## config.mk

```make
export PLATFORM = sky130hd
export DESIGN_NAME = pc_fetch_stage_flat
export DESIGN_NICKNAME = d
export VERILOG_FILES = /design/src/rtl/pc_fetch_stage_if.sv /design/src/rtl/pc_fetch_stage.sv /design/src/flat_wrapper.sv
export SDC_FILE = /design/constraint.sdc
export NUM_CORES = 1
export LEC_CHECK = 0
export BUFFER_PORTS_ARGS = -buffer_cell sky130_fd_sc_hd__buf_2
export CAP_MARGIN = 15
export CORE_MARGIN = 1.5
export CORE_UTILIZATION = 31
export CTS_BUF_LIST = sky130_fd_sc_hd__clkbuf_4 sky130_fd_sc_hd__clkbuf_8
export DETAILED_ROUTE_END_ITERATION = 6
export PLACE_DENSITY_LB_ADDON = 0.1
export SLEW_MARGIN = 20
export SYNTH_ARGS = -nofsm -noshare
export SYNTH_HDL_FRONTEND = slang
export SYNTH_SLANG_ARGS = --single-unit
```

## constraint.sdc

```tcl
create_clock -name clk -period 2.3 [get_ports clk]
set_input_delay 0.23 -clock clk [delete_from_list [all_inputs] [get_ports clk]]
set_output_delay 0.23 -clock clk [all_outputs]
set_load 0.02 [all_outputs]
```

## src/rtl/pc_fetch_stage_if.sv

```systemverilog
// Instruction-memory fetch port: request/address out from the fetch stage,
// ready/read data back from the memory.
interface pc_fetch_stage_if;
  logic        imem_req;
  logic [31:0] imem_addr;
  logic        imem_ready;
  logic [31:0] imem_rdata;

  modport master (output imem_req, output imem_addr, input imem_ready, input imem_rdata);
  modport slave  (input imem_req, input imem_addr, output imem_ready, output imem_rdata);
endinterface

```

## src/rtl/pc_fetch_stage.sv

```systemverilog
// PC register and IF stage: imem handshake, stall hold buffer, flush/redirect and IF/ID register.
// Optional feature macro FETCH_ALIGN_CHECK_EN: force word-aligned PC loads and flag misalignment.
module pc_fetch_stage #(
  parameter logic [31:0] RESET_PC = 32'h0000_3000
) (
  input  logic                      clk,
  input  logic                      rst_n,
  input  logic [31:0]               next_addr,
  input  logic                      stall_if,
  input  logic                      flush_if,
  pc_fetch_stage_if.master          imem,
  output logic [31:0]               pc,
  output logic [31:0]               pc_plus4,
  output logic [31:0]               if_id_ins,
  output logic [31:0]               if_id_pc_plus4,
  output logic                      if_id_valid,
  output logic                      align_err
);

  typedef enum logic [1:0] {
    FETCH = 2'd0,
    HOLD  = 2'd1,
    DRAIN = 2'd2
  } state_t;

  state_t      state_reg, state_next;
  logic [31:0] pc_reg, pc_next;
  logic [31:0] redir_pc_reg, redir_pc_next;
  logic [31:0] hold_ins_reg, hold_ins_next;
  logic [31:0] hold_pc_plus4_reg, hold_pc_plus4_next;
  logic [31:0] if_id_ins_reg, if_id_ins_next;
  logic [31:0] if_id_pc_plus4_reg, if_id_pc_plus4_next;
  logic        if_id_valid_reg, if_id_valid_next;
  logic        pc_load;
  logic [31:0] load_addr;
  logic [31:0] pc_load_addr;

  assign pc_plus4       = pc_reg + 32'd4;
  assign pc             = pc_reg;
  assign imem.imem_addr = pc_reg;
  assign imem.imem_req  = rst_n && (state_reg != HOLD);
  assign if_id_ins      = if_id_ins_reg;
  assign if_id_pc_plus4 = if_id_pc_plus4_reg;
  assign if_id_valid    = if_id_valid_reg;

`ifdef FETCH_ALIGN_CHECK_EN
  logic align_err_reg, align_err_next;
  assign pc_load_addr = {load_addr[31:2], 2'b00};
  assign align_err    = align_err_reg;

  always_comb begin
    align_err_next = align_err_reg;
    if (pc_load && (load_addr[1:0] != 2'b00))
      align_err_next = 1'b1;
  end
`else
  assign pc_load_addr = load_addr;
  assign align_err    = 1'b0;
`endif

  always_comb begin
    state_next          = state_reg;
    redir_pc_next       = redir_pc_reg;
    hold_ins_next       = hold_ins_reg;
    hold_pc_plus4_next  = hold_pc_plus4_reg;
    if_id_ins_next      = if_id_ins_reg;
    if_id_pc_plus4_next = if_id_pc_plus4_reg;
    if_id_valid_next    = if_id_valid_reg;
    pc_load             = 1'b0;
    load_addr           = next_addr;

    case (state_reg)
      FETCH: begin
        if (imem.imem_ready) begin
          if (flush_if) begin
            pc_load          = 1'b1;
            if_id_valid_next = 1'b0;
          end else if (stall_if) begin
            hold_ins_next      = imem.imem_rdata;
            hold_pc_plus4_next = pc_plus4;
            state_next         = HOLD;
          end else begin
            if_id_ins_next      = imem.imem_rdata;
            if_id_pc_plus4_next = pc_plus4;
            if_id_valid_next    = 1'b1;
            pc_load             = 1'b1;
          end
        end else begin
          // The outstanding request cannot be cancelled, so a flush waits it out in DRAIN.
          if (flush_if) begin
            redir_pc_next    = next_addr;
            if_id_valid_next = 1'b0;
            state_next       = DRAIN;
          end else if (!stall_if) begin
            if_id_valid_next = 1'b0;
          end
        end
      end
      HOLD: begin
        if (flush_if) begin
          pc_load          = 1'b1;
          if_id_valid_next = 1'b0;
          state_next       = FETCH;
        end else if (!stall_if) begin
          if_id_ins_next      = hold_ins_reg;
          if_id_pc_plus4_next = hold_pc_plus4_reg;
          if_id_valid_next    = 1'b1;
          pc_load             = 1'b1;
          state_next          = FETCH;
        end
      end
      DRAIN: begin
        if_id_valid_next = 1'b0;
        if (flush_if)
          redir_pc_next = next_addr;
        if (imem.imem_ready) begin
          pc_load    = 1'b1;
          load_addr  = flush_if ? next_addr : redir_pc_reg;
          state_next = FETCH;
        end
      end
      default: state_next = FETCH;
    endcase

    pc_next = pc_load ? pc_load_addr : pc_reg;
  end

  always_ff @(posedge clk) begin
    if (!rst_n) begin
      state_reg          <= FETCH;
      pc_reg             <= RESET_PC;
      redir_pc_reg       <= 32'd0;
      hold_ins_reg       <= 32'd0;
      hold_pc_plus4_reg  <= 32'd0;
      if_id_ins_reg      <= 32'd0;
      if_id_pc_plus4_reg <= 32'd0;
      if_id_valid_reg    <= 1'b0;
`ifdef FETCH_ALIGN_CHECK_EN
      align_err_reg      <= 1'b0;
`endif
    end else begin
      state_reg          <= state_next;
      pc_reg             <= pc_next;
      redir_pc_reg       <= redir_pc_next;
      hold_ins_reg       <= hold_ins_next;
      hold_pc_plus4_reg  <= hold_pc_plus4_next;
      if_id_ins_reg      <= if_id_ins_next;
      if_id_pc_plus4_reg <= if_id_pc_plus4_next;
      if_id_valid_reg    <= if_id_valid_next;
`ifdef FETCH_ALIGN_CHECK_EN
      align_err_reg      <= align_err_next;
`endif
    end
  end

endmodule

```

## src/flat_wrapper.sv

```systemverilog
// flat-port wrapper written by rule: the top's interface ports become plain ports
module pc_fetch_stage_flat 
#(
  parameter logic [31:0] RESET_PC = 32'h0000_3000
)
  (clk, rst_n, next_addr, stall_if, flush_if, pc, pc_plus4, if_id_ins, if_id_pc_plus4, if_id_valid, align_err, imem_imem_req, imem_imem_addr, imem_imem_ready, imem_imem_rdata);
  pc_fetch_stage_if imem_i ();
  input  logic clk;
  input  logic rst_n;
  input  logic [31:0] next_addr;
  input  logic stall_if;
  input  logic flush_if;
  output logic [31:0] pc;
  output logic [31:0] pc_plus4;
  output logic [31:0] if_id_ins;
  output logic [31:0] if_id_pc_plus4;
  output logic if_id_valid;
  output logic align_err;
  output wire logic [$bits(imem_i.imem_req)-1:0] imem_imem_req;
  output wire logic [$bits(imem_i.imem_addr)-1:0] imem_imem_addr;
  input wire logic [$bits(imem_i.imem_ready)-1:0] imem_imem_ready;
  input wire logic [$bits(imem_i.imem_rdata)-1:0] imem_imem_rdata;
  assign imem_imem_req = imem_i.imem_req;
  assign imem_imem_addr = imem_i.imem_addr;
  assign imem_i.imem_ready = imem_imem_ready;
  assign imem_i.imem_rdata = imem_imem_rdata;
  pc_fetch_stage #(.RESET_PC(RESET_PC)) u_core (.clk(clk), .rst_n(rst_n), .next_addr(next_addr), .stall_if(stall_if), .flush_if(flush_if), .imem(imem_i), .pc(pc), .pc_plus4(pc_plus4), .if_id_ins(if_id_ins), .if_id_pc_plus4(if_id_pc_plus4), .if_id_valid(if_id_valid), .align_err(align_err));
endmodule
```

==> results.md, run 1 <==
- Logic pwr share: 27.3%
- Main flop type after synthesis: dfxtp_1
- Placer congestion estimate: 0.7833
- CTS max path bufs: 2
- Critical path peak fanout: 6
- Nets: 1485
- Synth cell count leaders: 196 x nand2_1, 195 x dfxtp_1, 115 x nor2_1
- Top-area cell type share of the netlist area: 44.19%
- FF-to-FF Start: u_core.imem.imem_addr[2]$_SDFFE_PN0P_
- Starting Density: 31.63%
- WL final: 28.96 mm
- Residual DRC count: 0
- Hold EP: u_core.if_id_pc_plus4[28]$_SDFFE_PN0P_
- CTS H-Tree Depth: 4
- Setup violators final: 13
- Clock transition at path regs: ~120 ps
- Mean Syn Cell Area: 7.974 um^2
- Row count: 61
- Root Driver: clkbuf_8
- Die ar.: between 20000 and 30000 um^2
- Largest area contributor in the netlist: dfxtp_1
- Final WS setup: -213.3 ps
- Grt ovf: 0
- Static Leak: 5.216 nW
- Power density over cell area: 660.1 nW/um^2
- Synth cell types: 54
- Setup_tns: -1302 ps
- Worst setup path class: flop to output pin
- Die Span X: 171.8 um
- Max-slew headroom: 44.98%
- Synth Register Bits: 195
- Worst vdd ir: ~400 uV
- Clock share of power: 27.8%
- Input/output buffers: 230
- R2r endpoint: u_core.if_id_pc_plus4[23]$_SDFFE_PN0P_
- Largest net degree at the start of global routing: 77
- Antenna-violating nets left: 0
- Area grow syn2layout: 42.27%
- Diodes inserted: 0
- Minimum clock period: 2513 ps
- Mapped Area: 8835 um^2
- Worst EP arrival: 2280 ps
- Sequential area share after synthesis: 44.19%
- Footprint of the multi-input gates: 4743 um^2
- Core area: between 20000 and 30000 um^2
- R2r setup slk: approximately 170 ps
- GRT Util Overall: 19.25%
- Synth Instances: 1108
- Count leader, synth: nand2_1
- Final Cell Area: approximately 13000 um^2
- R2r worst-path depth: 12
- Overall Power: 8.297 mW
- TritonRoute pass-1 iters: 4
- Share of cells above drive strength 1: 33.03%
- CTS Buf Count: 17
- Net switching power: 2.924 mW
- Routed vias: between 8000 and 9000
- HP Class: input pin to flop
- Vias in the first global route: 7816
- Die Ht: between 150 and 200 um
- Global-route wire length before repair: 43.82 mm
- Sink Count: 195
- Hold wc startpoint: rst_n
- Post-DP Area: 10540 um^2
- RSZ-0062 raised after global routing: yes
- Internal power: 5.374 mW
- Critical Path RT: about 2100 ps
- Synth top area cells: dfxtp_1 44%, nand2_1 8.3%, a21oi_1 5.6%
- Fmax: 0.3979 GHz
- Synth warn: 0
- Post-DR vias/cell: 4.765
- CP Launch Type: flop
- Maxcap violations: 0
- Switching portion of total power: about a third
- Initial antenna violation count: 0
- Failing checks: setup timing
- I/O Pins: 232
- Fillers: 2864
- DP HPWL: 19.23 mm
- Final worst-path cycle share: 109.3%
- EDFF count, synth: 0
- Fin. max-slew vios: 0
- Hold path depth: 3
- Hold Vio Cnt, Final: 0
- CTS tree: yes
- WL/cell: 16.08 um
- Post-synth ARST share: 0%
- Seq. cell area: 3930 um^2
- Hold Slack: between 80 and 90 ps
- Clock skew: between 20 and 25 ps
- Status: finished with violations
- CP endpoint kind: output pin
- Post-Synthesis Net Count: 1183
- Slew @ Worst Pin: 825.3 ps
- Worst-Skew Late Latency: 480 ps
- Seq pwr share: between 40% and 50%
- Iter 0 DRT Violations: between 500 and 600
==> cell type report <==
cell class	count	area share, %
Clock buffer	18	1.971
Inverter	20	0.6570
Sequential cell	195	31.27
Clock inverter	14	1.234
Timing Repair Buffer	408	23.37
Tap cell	378	3.763
Multi-Input combinational cell	768	37.74
==> logic make-up after synthesis <==
kind of cell    share of synthesized area, %
simple gates                           23.59
compound gates                         17.08
flops                                  44.19
buf+inv                                7.775
mux                                    4.886
xor+xnor                               1.586
fa+ha+maj                             0.8497
other cells                          0.04245
==> cells in the final DEF, fill, tap and decap left out, types with 7 or more instances in the layout <==
cell,n
a211oi_1,39
a21oi_1,97
a311oi_1,30
buf_12,10
buf_2,212
buf_4,90
buf_6,32
clkbuf_8,18
dfxtp_1,180
dfxtp_2,12
dlygate4sd3_1,64
inv_1,17
mux2i_1,42
nand2_1,191
nand2b_1,8
nand3_1,49
nand4_1,12
nor2_1,113
nor3_1,27
o211ai_1,8
o21a_1,7
o21ai_0,19
or2_4,8
xnor2_1,7
==> worst max-delay path, stage by stage (launching register included) <==
cell and delay [ps]:
dfxtp_1 390, inv_4 90, or4_4 600, or4_4 530
nand2_4 100, buf_6 110
==> worst max-delay path by stage <==
stage	start	endpoint	slack, ps
finish	u_core.imem.imem_addr[10]$_SDFFE_PN0P_	pc_plus4[31]	-210
global route	u_core.imem.imem_addr[11]$_SDFFE_PN0P_	pc_plus4[29]	-300
CTS	u_core.imem.imem_addr[9]$_SDFFE_PN0P_	pc_plus4[31]	-280
detailed placement	u_core.imem.imem_addr[3]$_SDFFE_PN0P_	pc_plus4[31]	40
global placement	u_core.imem.imem_addr[3]$_SDFFE_PN0P_	pc_plus4[31]	50
floorplan	u_core.imem.imem_addr[6]$_SDFFE_PN0P_	pc_plus4[31]	8
==> metal layers <==
metal | track usage [%] | wire [um]
met5 | 0 | 0
met1 | 27.18 | 14020
met3 | 3.728 | 1407
met2 | 30.28 | 13240
met4 | 4.159 | 295
==> per-stage QoR <==
| step | cells | setup WS (ps) | util (%) |
|---|---|---|---|
| floorplan | 1108 | 7.771 | - |
| global placement | 1661 | 51.48 | 37.72 |
| detailed placement | 1661 | 43.14 | 37.72 |
| CTS | 1780 | -284.0 | 43.36 |
| global route | 1801 | -303.8 | 45.00 |
| finish | 1801 | -213.3 | 45.00 |
==> what timing repair did <==
| action | 4_1_cts | 5_1_grt |
|---|---|---|
| resized for setup | 90 | 65 |
| buffers inserted | 23 | 22 |
| pin swaps | 22 | 33 |
| hold buffers | 64 | 0 |
| setup endpoints to repair | 21 | 24 |
| endpoints found under the hold margin | 83 | 0 |
==> power groups by stage <==
stage | logic, mW | registers (mW) | clock network [mW]
finish | 2.26 | 3.73 | 2.31
global route | 2.45 | 3.76 | 2.54
CTS | 2.16 | 3.72 | 2.42
detailed placement | 1.96 | 3.79 | 0
global placement | 1.97 | 3.79 | 0
floorplan | 1.04 | 3.99 | 0
No activity file was read; power rests on OpenSTA's default activity.
==> run 2: changes to the inputs <==
--- a/config.mk
+++ b/config.mk
@@ -5,6 +5,7 @@
 export SDC_FILE = /design/constraint.sdc
 export NUM_CORES = 1
 export LEC_CHECK = 0
+export ABC_AREA = 1
 export BUFFER_PORTS_ARGS = -buffer_cell sky130_fd_sc_hd__buf_2
 export CAP_MARGIN = 15
 export CORE_MARGIN = 1.5
==> run 2 against run 1 <==
The flow now finishes without violations; via count grew 4.8%; register-to-register slack gained 130 ps; highest routed layer unchanged; sequential share of layout area grew 2.3 points; clock-buffer cell count is the same; clock power is essentially flat; area after synthesis grew 5.5%; largest power group unchanged; fmax grew 13%; sequential power grew 16%; power grew 27%; utilization shrank 5.1 points.
==> results.md, run 2 <==
- Largest area contributor in the netlist: dfxtp_1
- Status: finished clean
- CP endpoint kind: output pin
- GRT Util Overall: 19.22% (-0.030 points)
- Mean Syn Cell Area: 7.149 um^2 (-10%)
- CTS max path bufs: 2 (unchanged)
- Layout Utilization: 39.92% (-5.1 points)
- Main flop type after synthesis: dfxtp_1
- Synth cell types: 33 (-39%)
- Post-DR vias/cell: 4.705 (-1.2%)
- TritonRoute pass-1 iters: 5 (+1)
- Final WS setup: 75.74 ps (+289.0 ps)
- Area grow syn2layout: 26.92%
- Largest net degree at the start of global routing: 65 (-16%)
- # placed instances: 1834 (+10%)
- Starting Density: 31.45% (-0.17 points)
- Count leader, synth: nand2_1
- Worst EP arrival: 1990 ps (-290 ps)
- WL final: 30.16 mm (+4.1%)
- Fillers: 3197 (+12%)
- Critical Path RT: 2070 ps (about the same)
- Die Span X: 176.4 um (+2.7%)
- Most common cell after layout, fill and taps aside: nand2_1
- Die Ht: 176.4 um (+2.7%)
- Iter 0 DRT Violations: 619 (+24%)
- Initial antenna violation count: 0 (unchanged)
- Sink Count: 195 (unchanged)
- Maxcap violations: 0 (unchanged)
- Die ar.: 31120 um^2 (+5.4%)
- WL/cell: 15.77 um (-1.9%)
- Power density over cell area: 889.6 nW/um^2 (+35%)
- Synth cell count leaders: 258 x nand2_1, 199 x o21ai_0, 195 x dfxtp_1
- Share of cells above drive strength 1: 28.78% (-4.3 points)
- Grt ovf: 0 (unchanged)
- EDFF count, synth: 0 (unchanged)
- Core area: 29640 um^2 (+6.1%)
- Diodes inserted: 0 (unchanged)
- Worst setup path class: flop to output pin
- Post-DP Area: 10690 um^2 (+1.5%)
- CP Launch Type: flop
- Placer congestion estimate: 0.8003 (+2.2%)
- Synth warn: 0 (unchanged)
- Antenna-violating nets left: 0 (unchanged)
- Global-route wire length before repair: 46.41 mm (+5.9%)
- FF-to-FF Start: u_core.state_reg[0]$_SDFFE_PN0P_
- Sequential area share after synthesis: 41.87% (-2.3 points)
- Nets: 1584 (+6.7%)
- RSZ-0062 raised after global routing: yes
- Setup violators final: 0 (-13)
- Slew @ Worst Pin: 671.2 ps (-154.1 ps)
- I/O Pins: 232 (unchanged)
- Minimum clock period: 2224 ps (-289.0 ps)
- Root Driver: clkbuf_8
- Max-slew headroom: 55.25% (+10 points)
- Row count: 63 (+3.3%)
- DP HPWL: 20.65 mm (+7.4%)
- Post-Layout Cell Count: 1912 (+6.2%)
- Clock skew: 18.08 ps (-6.005 ps)
- Setup WS pre-CTS: 235.1 ps (+191.9 ps)
- Critical path peak fanout: 5 (-1)
- Input/output buffers: 230 (unchanged)
- Post-Synthesis Net Count: 1379 (+17%)
- Hold Vio Cnt, Final: 0 (unchanged)
- Synth Instances: 1304 (+18%)
- Critical path launch point: u_core.imem.imem_addr[3]$_SDFFE_PN0P_
- Synth top area cells: dfxtp_1 42%, o21ai_0 11%, nand2_1 10%
- Hold wc startpoint: rst_n
- Clock transition at path regs: 110 ps (about the same)
- Worst-Skew Late Latency: 500 ps (+20 ps)
- Fin. max-slew vios: 0 (unchanged)
- Mapped Area: 9323 um^2 (+5.5%)
- Residual DRC count: 0 (unchanged)
- Post-synth ARST share: 0% (unchanged)
- Routed vias: 8996 (+4.8%)
- Worst vdd ir: 453.6 uV (+14%)
- Commonest cells after routing, fill and taps aside: 239 x nand2_1, 214 x buf_2, 199 x o21ai_0, 171 x dfxtp_1, 157 x nor2_1
- Final Cell Area: 11830 um^2 (-5.9%)
- Synth Register Bits: 195 (unchanged)
- CTS H-Tree Depth: 4 (unchanged)
- CTS Buf Count: 17 (unchanged)
- HP Class: input pin to flop
- Static Leak: 5.548 nW (+6.4%)
- CTS tree: yes
- Vias in the first global route: 8211 (+5.1%)
- Top-area cell type share of the netlist area: 41.87% (-2.3 points)
- Final worst-path cycle share: 96.71% (-13 points)
- Overall Power: 10.53 mW (+27%)
- Fmax: 0.4496 GHz (+13%)
-- run 2: kinds of logic after synthesis --
group                    after synthesis  share of synthesized area, %
AND/OR/NAND/NOR                      507                         23.33
other                                  1                       0.04022
flip-flops                           195                         41.87
adder cells (fa/ha/maj)                6                        0.8052
buffers and inverters                194                         9.636
XOR/XNOR                              15                         1.973
AO/OA/AOI/OAI                        366                         20.20
multiplexers                          20                         2.147
-- run 2: worst max-delay path: stages, from the launching register on --
cell     delay (ps)
dfxtp_4         380
ha_4            150
nand2_4          50
nor2_4          180
nand2_4         130
nor2_4          230
nand2_1          90
nand2_1          70
nand2_2          90
buf_6           150
-- run 2: layout make-up --
cell class | instances | area (um^2) | area share, %
well taps | 390 | 488.0 | 4.124
repair buffers | 306 | 1976 | 16.70
clock buffers | 18 | 241.5 | 2.041
multi-input cells | 915 | 4726 | 39.94
inverters | 74 | 280.3 | 2.369
flip-flops and latches | 195 | 3966 | 33.52
clock inverters | 14 | 155.1 | 1.311
-- run 2: worst paths after layout --
kind | to | slack, ps | cells past startpoint
hold / removal | u_core.hold_ins_reg[17]$_SDFFE_PN0P_ | 80 | 3
hold reg to reg | u_core.if_id_ins[28]$_SDFFE_PN0P_ | 460 | 2
setup reg to reg | u_core.imem.imem_addr[8]$_SDFFE_PN0P_ | 300 | 9
setup / recovery | pc_plus4[28] | 80 | 9
-- run 2: routing by layer --
| layer | vias to the layer above | global-route usage (%) | routed length [um] |
|---|---|---|---|
| met2 | 199 | 29.64 | 13610 |
| met3 | 24 | 3.596 | 1286 |
| met4 | 0 | 5.191 | 416 |
| met1 | 4152 | 27.32 | 14840 |
| li1 | 4621 | - | - |
| met5 | - | 0 | 0 |
-- run 2: where the power goes --
group	internal, mW	switching, mW	leakage (nW)
clock	0.993	1.34	0.185
combinational	1.38	2.48	3.76
sequential	3.88	0.450	1.61
total	6.26	4.27	5.55
-- run 2: timing repair --
action | 4_1_cts | 5_1_grt
hold endpoints to repair | 64 | 0
gates resized for setup | 66 | 36
pin swaps | 15 | 17
setup endpoints to repair | 26 | 27
hold buffers | 32 | 0
setup buffers | 7 | 7
-- run 2: stage by stage --
step	setup TNS (ps)	hold slack, ps
final	0	82.06
after global routing	-401.2	58.82
after CTS	-59.45	36.78
after detailed placement	0	455.3
after global placement	0	448.3
after floorplan	0	357.6
